### src/rtl/chi_link_rx_pkg.sv
// Shared CHI link-layer types: flit layouts, opcodes and the credit limit of one channel.
package chi_link_rx_pkg;

  localparam int CHI_MAX_LCRD = 15;
  localparam int CRD_W        = $clog2(CHI_MAX_LCRD + 1);

  typedef logic [6:0] chi_opcode_t;

  // Opcode 0 is the link-credit return on every channel type.
  localparam chi_opcode_t LCRD_RETURN_OPC = '0;

  typedef enum logic [6:0] {
    REQ_LCRD_RETURN = 7'h00,
    READ_SHARED     = 7'h01,
    READ_CLEAN      = 7'h02,
    READ_ONCE       = 7'h03,
    READ_UNIQUE     = 7'h07
  } req_opcode_t;

  typedef struct packed {
    logic [3:0]  qos;
    logic [6:0]  tgt_id;
    logic [6:0]  src_id;
    logic [11:0] txn_id;
    chi_opcode_t opcode;
    logic [47:0] addr;
  } request_flit_t;

  typedef struct packed {
    logic [3:0]  qos;
    logic [6:0]  tgt_id;
    logic [6:0]  src_id;
    logic [11:0] txn_id;
    chi_opcode_t opcode;
    logic [2:0]  resp;
    logic [11:0] dbid;
  } response_flit_t;

  typedef struct packed {
    logic [6:0]  src_id;
    logic [11:0] txn_id;
    logic [6:0]  fwd_nid;
    chi_opcode_t opcode;
    logic [44:0] addr;
  } snoop_flit_t;

  typedef struct packed {
    logic [11:0]  txn_id;
    chi_opcode_t  opcode;
    logic [11:0]  dbid;
    logic [1:0]   data_id;
    logic [31:0]  be;
    logic [255:0] data;
  } data_flit_t;

  function automatic logic is_lcrd_return(input chi_opcode_t opc);
    return opc == LCRD_RETURN_OPC;
  endfunction

endpackage

### src/rtl/chi_link_rx_if.sv
// One CHI channel between a flit transmitter and receiver; lcrd_v flows back to the transmitter.
interface chi_link_rx_if import chi_link_rx_pkg::*; #(
  parameter type DATA_T = request_flit_t
) ();

  logic  flit_pend;
  logic  flit_v;
  DATA_T flit;
  logic  lcrd_v;

  modport master (output flit_pend, flit_v, flit, input lcrd_v);
  modport slave  (input flit_pend, flit_v, flit, output lcrd_v);
  modport tx     (output flit_pend, flit_v, flit, input lcrd_v);
  modport rx     (input flit_pend, flit_v, flit, output lcrd_v);

endinterface

### src/rtl/chi_link_rx_flit_fifo.sv
// Synchronous first-word-fall-through flit FIFO; written flit is at head one edge after push.
// No backpressure port: the credit scheme upstream guarantees a push never finds it full.
module chi_link_rx_flit_fifo import chi_link_rx_pkg::*; #(
  parameter type DATA_T = request_flit_t,
  parameter int  DEPTH  = 4,
  localparam int PW     = (DEPTH > 1) ? $clog2(DEPTH) : 1,
  localparam int CW     = $clog2(DEPTH + 1)
) (
  input  logic          clk,
  input  logic          rst_n,
  input  logic          push,
  input  DATA_T         push_dat,
  input  logic          pop,
  output DATA_T         head,
  output logic [CW-1:0] count
);

  DATA_T         mem [DEPTH];
  logic [PW-1:0] wr_ptr;
  logic [PW-1:0] rd_ptr;
  logic          push_ok;
  logic          pop_ok;

  // Pointers wrap explicitly so DEPTH need not be a power of two.
  function automatic logic [PW-1:0] nxt(input logic [PW-1:0] p);
    return (p == PW'(DEPTH - 1)) ? '0 : p + PW'(1);
  endfunction

  assign pop_ok  = pop && (count != '0);
  assign push_ok = push && ((count != CW'(DEPTH)) || pop_ok);

  always_ff @(posedge clk or negedge rst_n) begin
    if (!rst_n) begin
      wr_ptr <= '0;
      rd_ptr <= '0;
      count  <= '0;
    end else begin
      if (push_ok) wr_ptr <= nxt(wr_ptr);
      if (pop_ok)  rd_ptr <= nxt(rd_ptr);
      case ({push_ok, pop_ok})
        2'b10:   count <= count + CW'(1);
        2'b01:   count <= count - CW'(1);
        default: count <= count;
      endcase
    end
  end

  always_ff @(posedge clk) begin
    if (push_ok) mem[wr_ptr] <= push_dat;
  end

  assign head = mem[rd_ptr];

endmodule

### src/rtl/chi_link_rx.sv
// CHI link receiver: grants L-credits, buffers credited flits, presents them FWFT; one-edge enqueue latency.
// Backpressure is by credit only: out_ready low holds the FIFO, which withholds new credits.
module chi_link_rx import chi_link_rx_pkg::*; #(
  parameter type DATA_T = request_flit_t,
  parameter int  DEPTH  = 4
) (
  input  logic             clk,
  input  logic             rst_n,
  chi_link_rx_if.rx        rx,
  input  logic             link_en,
  output logic             out_valid,
  input  logic             out_ready,
  output DATA_T            out_flit,
  output logic [CRD_W-1:0] credits_out,
  output logic             credits_idle,
  output logic             proto_err
);

  localparam int CW = $clog2(DEPTH + 1);
  localparam int OW = CRD_W + 1;

  logic [CW-1:0] count;
  logic [OW-1:0] occupied;
  logic          credited;
  logic          push;
  logic          ret;
  logic          pop;
  logic          grant;
  logic          lcrd_q;
  logic          unused_pend;

  assign unused_pend = rx.flit_pend;

  // A flit only consumes a credit if one is outstanding; otherwise it is a protocol error.
  assign credited = rx.flit_v && (credits_out != '0);
  assign ret      = credited && is_lcrd_return(rx.flit.opcode);
  assign push     = credited && !ret;

  assign out_valid = (count != '0);
  assign pop       = out_valid && out_ready;

  // Buffered flits plus credits in flight never exceed the FIFO depth.
  assign occupied = OW'(count) + OW'(credits_out);
  assign grant    = link_en && (occupied < OW'(DEPTH));

  always_ff @(posedge clk or negedge rst_n) begin
    if (!rst_n) begin
      credits_out <= '0;
      lcrd_q      <= 1'b0;
      proto_err   <= 1'b0;
    end else begin
      credits_out <= credits_out + CRD_W'(grant) - CRD_W'(credited);
      lcrd_q      <= grant;
      proto_err   <= proto_err | (rx.flit_v && (credits_out == '0));
    end
  end

  assign rx.lcrd_v    = lcrd_q;
  assign credits_idle = (credits_out == '0);

  chi_link_rx_flit_fifo #(
    .DATA_T (DATA_T),
    .DEPTH  (DEPTH)
  ) u_fifo (
    .clk      (clk),
    .rst_n    (rst_n),
    .push     (push),
    .push_dat (rx.flit),
    .pop      (pop),
    .head     (out_flit),
    .count    (count)
  );

endmodule

### src/flat_wrapper.sv
// flat-port wrapper written by rule: the top's interface ports become plain ports
module chi_link_rx_flat import chi_link_rx_pkg::*;
#(
  parameter type DATA_T = request_flit_t,
  parameter int  DEPTH  = 4
)
  (clk, rst_n, link_en, out_valid, out_ready, out_flit, credits_out, credits_idle, proto_err, rx_flit_pend, rx_flit_v, rx_flit, rx_lcrd_v);
  chi_link_rx_if #(.DATA_T(DATA_T)) rx_i ();
  input  logic clk;
  input  logic rst_n;
  input  logic link_en;
  output logic out_valid;
  input  logic out_ready;
  output DATA_T out_flit;
  output logic [CRD_W-1:0] credits_out;
  output logic credits_idle;
  output logic proto_err;
  input wire logic [$bits(rx_i.flit_pend)-1:0] rx_flit_pend;
  input wire logic [$bits(rx_i.flit_v)-1:0] rx_flit_v;
  input wire logic [$bits(rx_i.flit)-1:0] rx_flit;
  output wire logic [$bits(rx_i.lcrd_v)-1:0] rx_lcrd_v;
  assign rx_i.flit_pend = rx_flit_pend;
  assign rx_i.flit_v = rx_flit_v;
  assign rx_i.flit = rx_flit;
  assign rx_lcrd_v = rx_i.lcrd_v;
  chi_link_rx #(.DATA_T(DATA_T), .DEPTH(DEPTH)) u_core (.clk(clk), .rst_n(rst_n), .rx(rx_i), .link_en(link_en), .out_valid(out_valid), .out_ready(out_ready), .out_flit(out_flit), .credits_out(credits_out), .credits_idle(credits_idle), .proto_err(proto_err));
endmodule
### config.mk
export PLATFORM = sky130hd
export DESIGN_NAME = chi_link_rx_flat
export DESIGN_NICKNAME = d
export VERILOG_FILES = /design/src/rtl/chi_link_rx_pkg.sv /design/src/rtl/chi_link_rx_if.sv /design/src/rtl/chi_link_rx_flit_fifo.sv /design/src/rtl/chi_link_rx.sv /design/src/flat_wrapper.sv
export SDC_FILE = /design/constraint.sdc
export NUM_CORES = 1
export LEC_CHECK = 0
export CAP_MARGIN = 10
export CORE_UTILIZATION = 30
export DETAILED_ROUTE_END_ITERATION = 8
export PLACE_DENSITY = 0.48
export SETUP_SLACK_MARGIN = 0.2
export SLEW_MARGIN = 15
export SYNTH_ARGS = -nofsm -noshare
export SYNTH_HDL_FRONTEND = slang
export SYNTH_SLANG_ARGS = --single-unit
### constraint.sdc
create_clock -name clk -period 4.4 [get_ports clk]
set_input_delay 0.88 -clock clk [delete_from_list [all_inputs] [get_ports clk]]
set_output_delay 0.88 -clock clk [all_outputs]
set_load 0.03 [all_outputs]
* After elaboration in Yosys (flattened, before gate mapping)
Memories as Yosys holds them, arrays and structs flattened.
Index checks and enable logic that the tools add are counted.
** Cells by class
- $add $sub $neg :: 7
- Magnitude comparators :: 1
- Equality and inequality tests :: 5
- Mux-type cells :: 5
- Bitwise logic cells :: 1
- Reduce and logical (&&, ||, !) cells :: 15
** Operator list (count)
- logical AND 1 bit :: 8
- logical NOT 7 bit :: 1
- equality test 2 bit, second input constant :: 3
- one-hot mux 3 bit (2 select lines) :: 1
- adder 3 x 4 -> 5 bit :: 1
- less-than comparator 5 x 3 -> 1 bit, second input constant :: 1
- adder 2 x 1 -> 2 bit, second input constant :: 2
- adder 4 x 1 -> 4 bit :: 1
- logical NOT 4 bit :: 1
- 2-to-1 mux 2 bit :: 2
- nonzero test 4 bit :: 1
- subtractor 4 x 1 -> 4 bit :: 1
- adder 3 x 1 -> 3 bit, second input constant :: 1
- inequality test 3 bit, second input constant :: 1
- nonzero test 3 bit :: 1
- subtractor 3 x 1 -> 3 bit, second input constant :: 1
- equality test 2 x 1 -> 1 bit, second input constant :: 1
- 2-to-1 mux 1 bit :: 2
- nonzero test 2 bit :: 1
- logical NOT 1 bit :: 1
- logical OR 1 bit :: 1
- OR 1 bit :: 1
** Storage, ports and cells
- Register bits after elaboration :: 13
- Memory bits (writable) :: 340
- Bits of input ports :: 91
- Output and inout port bits :: 93
- Word-level logic and storage cells :: 41
- Memories kept :: 1
** Memories
- u_core.u_fifo.mem :: words 4, width 85, rd ports 1, clocked after Yosys merged registers in 0, wr ports 1, line chi_link_rx_flit_fifo.sv:18 : DATA_T mem [DEPTH];

* Longest topological paths before layout
- Depth after elaboration :: 8
- Depth in mapped cells :: 10
- Mapped depth without buffers :: 10

* Modules after synthesis
From an unflattened synthesis, not the netlist that was laid out.
** Unflattened totals
- Cell total of the unflattened synthesis :: 531
- Area, all modules :: 13212.7 µm²
** Modules (own cells, without submodules)
- chi_link_rx_flit_fifo :: instances 1, cells an instance 496, area each 12818.5 µm², sequential area each 10385.0 µm²
- chi_link_rx :: instances 1, cells an instance 35, area each 394.1 µm², sequential area each 150.1 µm²

* Least setup slack after synthesis
No wires, ideal clock.
- Kind :: flip-flop to flip-flop
- Start :: register u_core.credits_out[2]
- End :: memory u_core.u_fifo.mem[1][0] (netlist bit), enable pin
- Library setup time :: 0.453 ns
- Arrival time :: 3.552 ns
- Data required time :: 3.947 ns
- Slack :: 0.395 ns
- Stages on the path, launching flop included :: 7
- Buffers on the path :: 0
- Clock period less this slack :: 4.005 ns
- Cell sequence :: dfrtp_1 -> inv_1 -> ha_1 -> nor3b_2 -> a211o_1 -> nor2_1 -> and2_1
** On the way
- Cells in the longest elaborated chain, start to end :: 8
** RTL lines
- from (decl) :: line chi_link_rx.sv:14 : output logic [CRD_W-1:0] credits_out,
- from (signal assigned) :: line chi_link_rx.sv:52 : credits_out <= credits_out + CRD_W'(grant) - CRD_W'(credited);
- nonzero test 4 bit (*) :: line chi_link_rx.sv:35 : assign credited = rx.flit_v && (credits_out != '0);
- logical AND 1 bit (*) :: line chi_link_rx.sv:35
- logical AND 1 bit :: line chi_link_rx.sv:36 : assign ret = credited && is_lcrd_return(rx.flit.opcode);
- logical NOT 1 bit :: line chi_link_rx.sv:37 : assign push = credited && !ret;
- logical AND 1 bit (*) :: line chi_link_rx.sv:37
- logical AND 1 bit (*) :: line chi_link_rx_flit_fifo.sv:30 : assign push_ok = push && ((count != CW'(DEPTH)) || pop_ok);
- 2-to-1 mux 1 bit (*) :: line chi_link_rx_flit_fifo.sv:49 : if (push_ok) mem[wr_ptr] <= push_dat;
- 2-to-1 mux 1 bit (not written as such) (*) :: line chi_link_rx_flit_fifo.sv:49
- to (decl) :: line chi_link_rx_flit_fifo.sv:18
Every way passes the cells marked *; elsewhere a longest branch is shown, timed or not.

==> reports/results.ini <==
[sta]
setup_viol = 0
rsz0062_at_grt = no
tightestPinTransition_ns = 0.716
max_freq_ghz = 0.263
fin_worst_skew_ns = 0.0158
setup_tns_ns = 0
hold_viol = 0
layout_min_cycle_time_ns = 3.80
slew_headroom = 0.523
period_share = 0.863
drv_slew = 0

[logic_synthesis]
synth-adder-area-share = 0.0146
synth_cell_types = 30
synthDominantCellAreaShare = 0.782
synthTopCellsByCount = 340 x edfxtp_1, 85 x mux4_2, 13 x dfrtp_1, 12 x ha_1
synth_seq_cells = 353
synth_area_um2 = 13100
synth_ff_type = edfxtp_1
synthSimpleGateAreaFrac = 0.00824
syn_area_per_cell_um2 = 25.1
async_reset_ff_frac = 0.0368
syn_nets = 624
yosysSeqAreaShare = 0.807
synth_edf_count = 340
synth_cells = 519
synthMuxAreaShare = 0.152
yosysWarnings = 0
ys_top_cells_by_area = edfxtp_1 78%, mux4_2 15%, dfrtp_1 2.5%, ha_1 1.2%, buf_2 0.42%
yosysMostFrequentCell = edfxtp_1
synth_top_family_by_area = multiplexers
synth_xor_area_frac = 0.00268
synth_compound_area_frac = 0.00412
synth_area_leader_cell = edfxtp_1

[die]
fp.dieW_um = 211
ios = 184
start_util = 0.304
coreArea_um2 = 43000
rows = 76
die_h_um = 211
die_area_um2 = 44300

[placed_design]
place.gp.congestion = 0.727
hpwl_mm = 16.1
io_buffers = 182

[run_status]
outcome = completed

[cts]
clk-insertion-delay-late_ns = 0.53
cts_hold_buf = 0
cts_max_path_buffers = 3
cts_tree = yes
clk_pin_slew_ns = 0.06
cts-buffers-inserted = 40
clock_sinks = 353
post-cts-setup-buffers = 0
htree_levels = 2
cts_resized = 0
root_buffer = clkbuf_16

[drt]
drc_errors = 0
drt_iter0_drc = 225
via_count = 5971
route.detailed.vias_per_inst = 4.41
first_pass_iters = 5
drt-total-wl_mm = 26.8
avgRoutedWirePerCell_um = 19.8
ant_nets = 0

[setup_path]
cp_max_fo = 41
worstSetupStartpointType = flip-flop
cp_slowest_cell = dfrtp_4
critPathCaptureType = primary output
arrival_ns = 2.92
crit_required_ns = 3.52
crit_type = reg2out
crit_buf_inv = 2
crit_family = buffers and inverters
slowest_delay_ns = 0.73
crit_chain = buf_12 > mux4_2 > clkdlybuf4s50_1

[final_layout]
drive_gt1_frac = 0.224
multi_input_area_um2 = 2390
layout.area.seq_um2 = 10500
fillers = 3867
diodes = 0
fin_nets = 843
final_core_utilization = 0.396
area_growth_pct = 30.3

[pwr]
p_leak_nw = 5.51
peakVddDrop_uv = 400
pwr_density_cell_nw_per_um2 = 739

[global_route]
grt.overflow.total = 0
grt_antenna_before_repair = 3
grt_max_degree = 53
grt_pass1_vias = 6678
grt_first_pass_wirelength_mm = 40.6
grtUsageTotal = 0.124

[flow_run]
drv_cap = 0

[min_path]
hold_class = reg2reg

-- area by class of cell --
cell class	instances	share of cell area
inverter	11	0.00243
clock inverter	23	0.0135
tap	585	0.0430
sequential	353	0.620
multi-input combinational	135	0.140
clock buffer	49	0.0621
timing repair buffer	197	0.119
-- kinds of logic (layout without fill, tap and decap cells) --
group	after synthesis	count (layout)
AOI/OAI and AO/OA	7	7
xor gates and xnor gates	4	4
adders and majority gates	14	14
buffers and inverters	31	280
DFF	353	353
muxes	92	92
and+or+nand+nor	18	18
-- worst reg2reg max path, stage by stage, from the launching register on --
cell and delay (ns):
dfrtp_1 0.40, inv_1 0.09, ha_1 0.21, nor3b_2 0.18, a211o_1 0.28, nor2_1 0.37, and2_4 0.55, buf_12 0.33
-- power by group --
part	total [W]	internal, W	switching (W)	leakage, nW
Clock	0.00321	0.00195	0.00127	0.620
Sequential	0.00479	0.00446	0.000329	3.26
Combinational	0.00457	0.00205	0.00253	1.63
Total	0.0126	0.00845	0.00412	5.51
-- stage by stage --
step           area (um^2)  std cells  setup slack, ns  total power, W  hold slack (ns)
6_report             17000       1353            0.604          0.0126            0.471
5_1_grt              17000       1353            0.450          0.0132            0.497
4_1_cts              17000       1353            0.473          0.0129            0.469
3_5_place_dp         15700       1281            0.820         0.00955            0.448
3_3_place_gp         15700       1281            0.911         0.00946            0.443
2_1_floorplan        13100        519            0.395         0.00764            0.493
-- registers in the layout (all words and copies together), names as in the netlist --
name	count
u_core.rx.lcrd_v	1
u_core.credits_out	4
u_core.u_fifo.rd_ptr	2
u_core.proto_err	1
u_core.u_fifo.mem	340
u_core.u_fifo.count	3
u_core.u_fifo.wr_ptr	2
-- worst paths after layout --
check	slack, ns	depth (start not counted)	to	startpoint
max	0.60	3	out_flit[11]	u_core.u_fifo.rd_ptr[0]
min	0.47	1	u_core.proto_err	u_core.proto_err
max reg2reg	1.63	7	u_core.u_fifo.mem[2][6]	u_core.credits_out[2]
min reg2reg	0.47	1	u_core.proto_err	u_core.proto_err
max in group asynchronous	3.17	1	u_core.u_fifo.rd_ptr[0]	rst_n
min in group asynchronous	0.74	1	u_core.rx.lcrd_v	rst_n
-- per-layer routing --
metal  track usage  share of wire
met5             0         0.0012
met4        0.0377          0.019
met3        0.0369          0.052
met2         0.200           0.49
met1         0.161           0.44
-- cell usage in the layout, fill, tap and decap left out, drive strengths merged, types with 5 or more instances in the layout --
cell	Yosys	final
clkinv	0	14
inv	11	12
clkbuf	5	49
nor2	5	5
ha	12	12
clkdlybuf4s50	0	182
edfxtp	340	340
buf	15	15
mux4	85	85
dfrtp	13	13
Note: power is estimated with default switching activity, not from simulation.
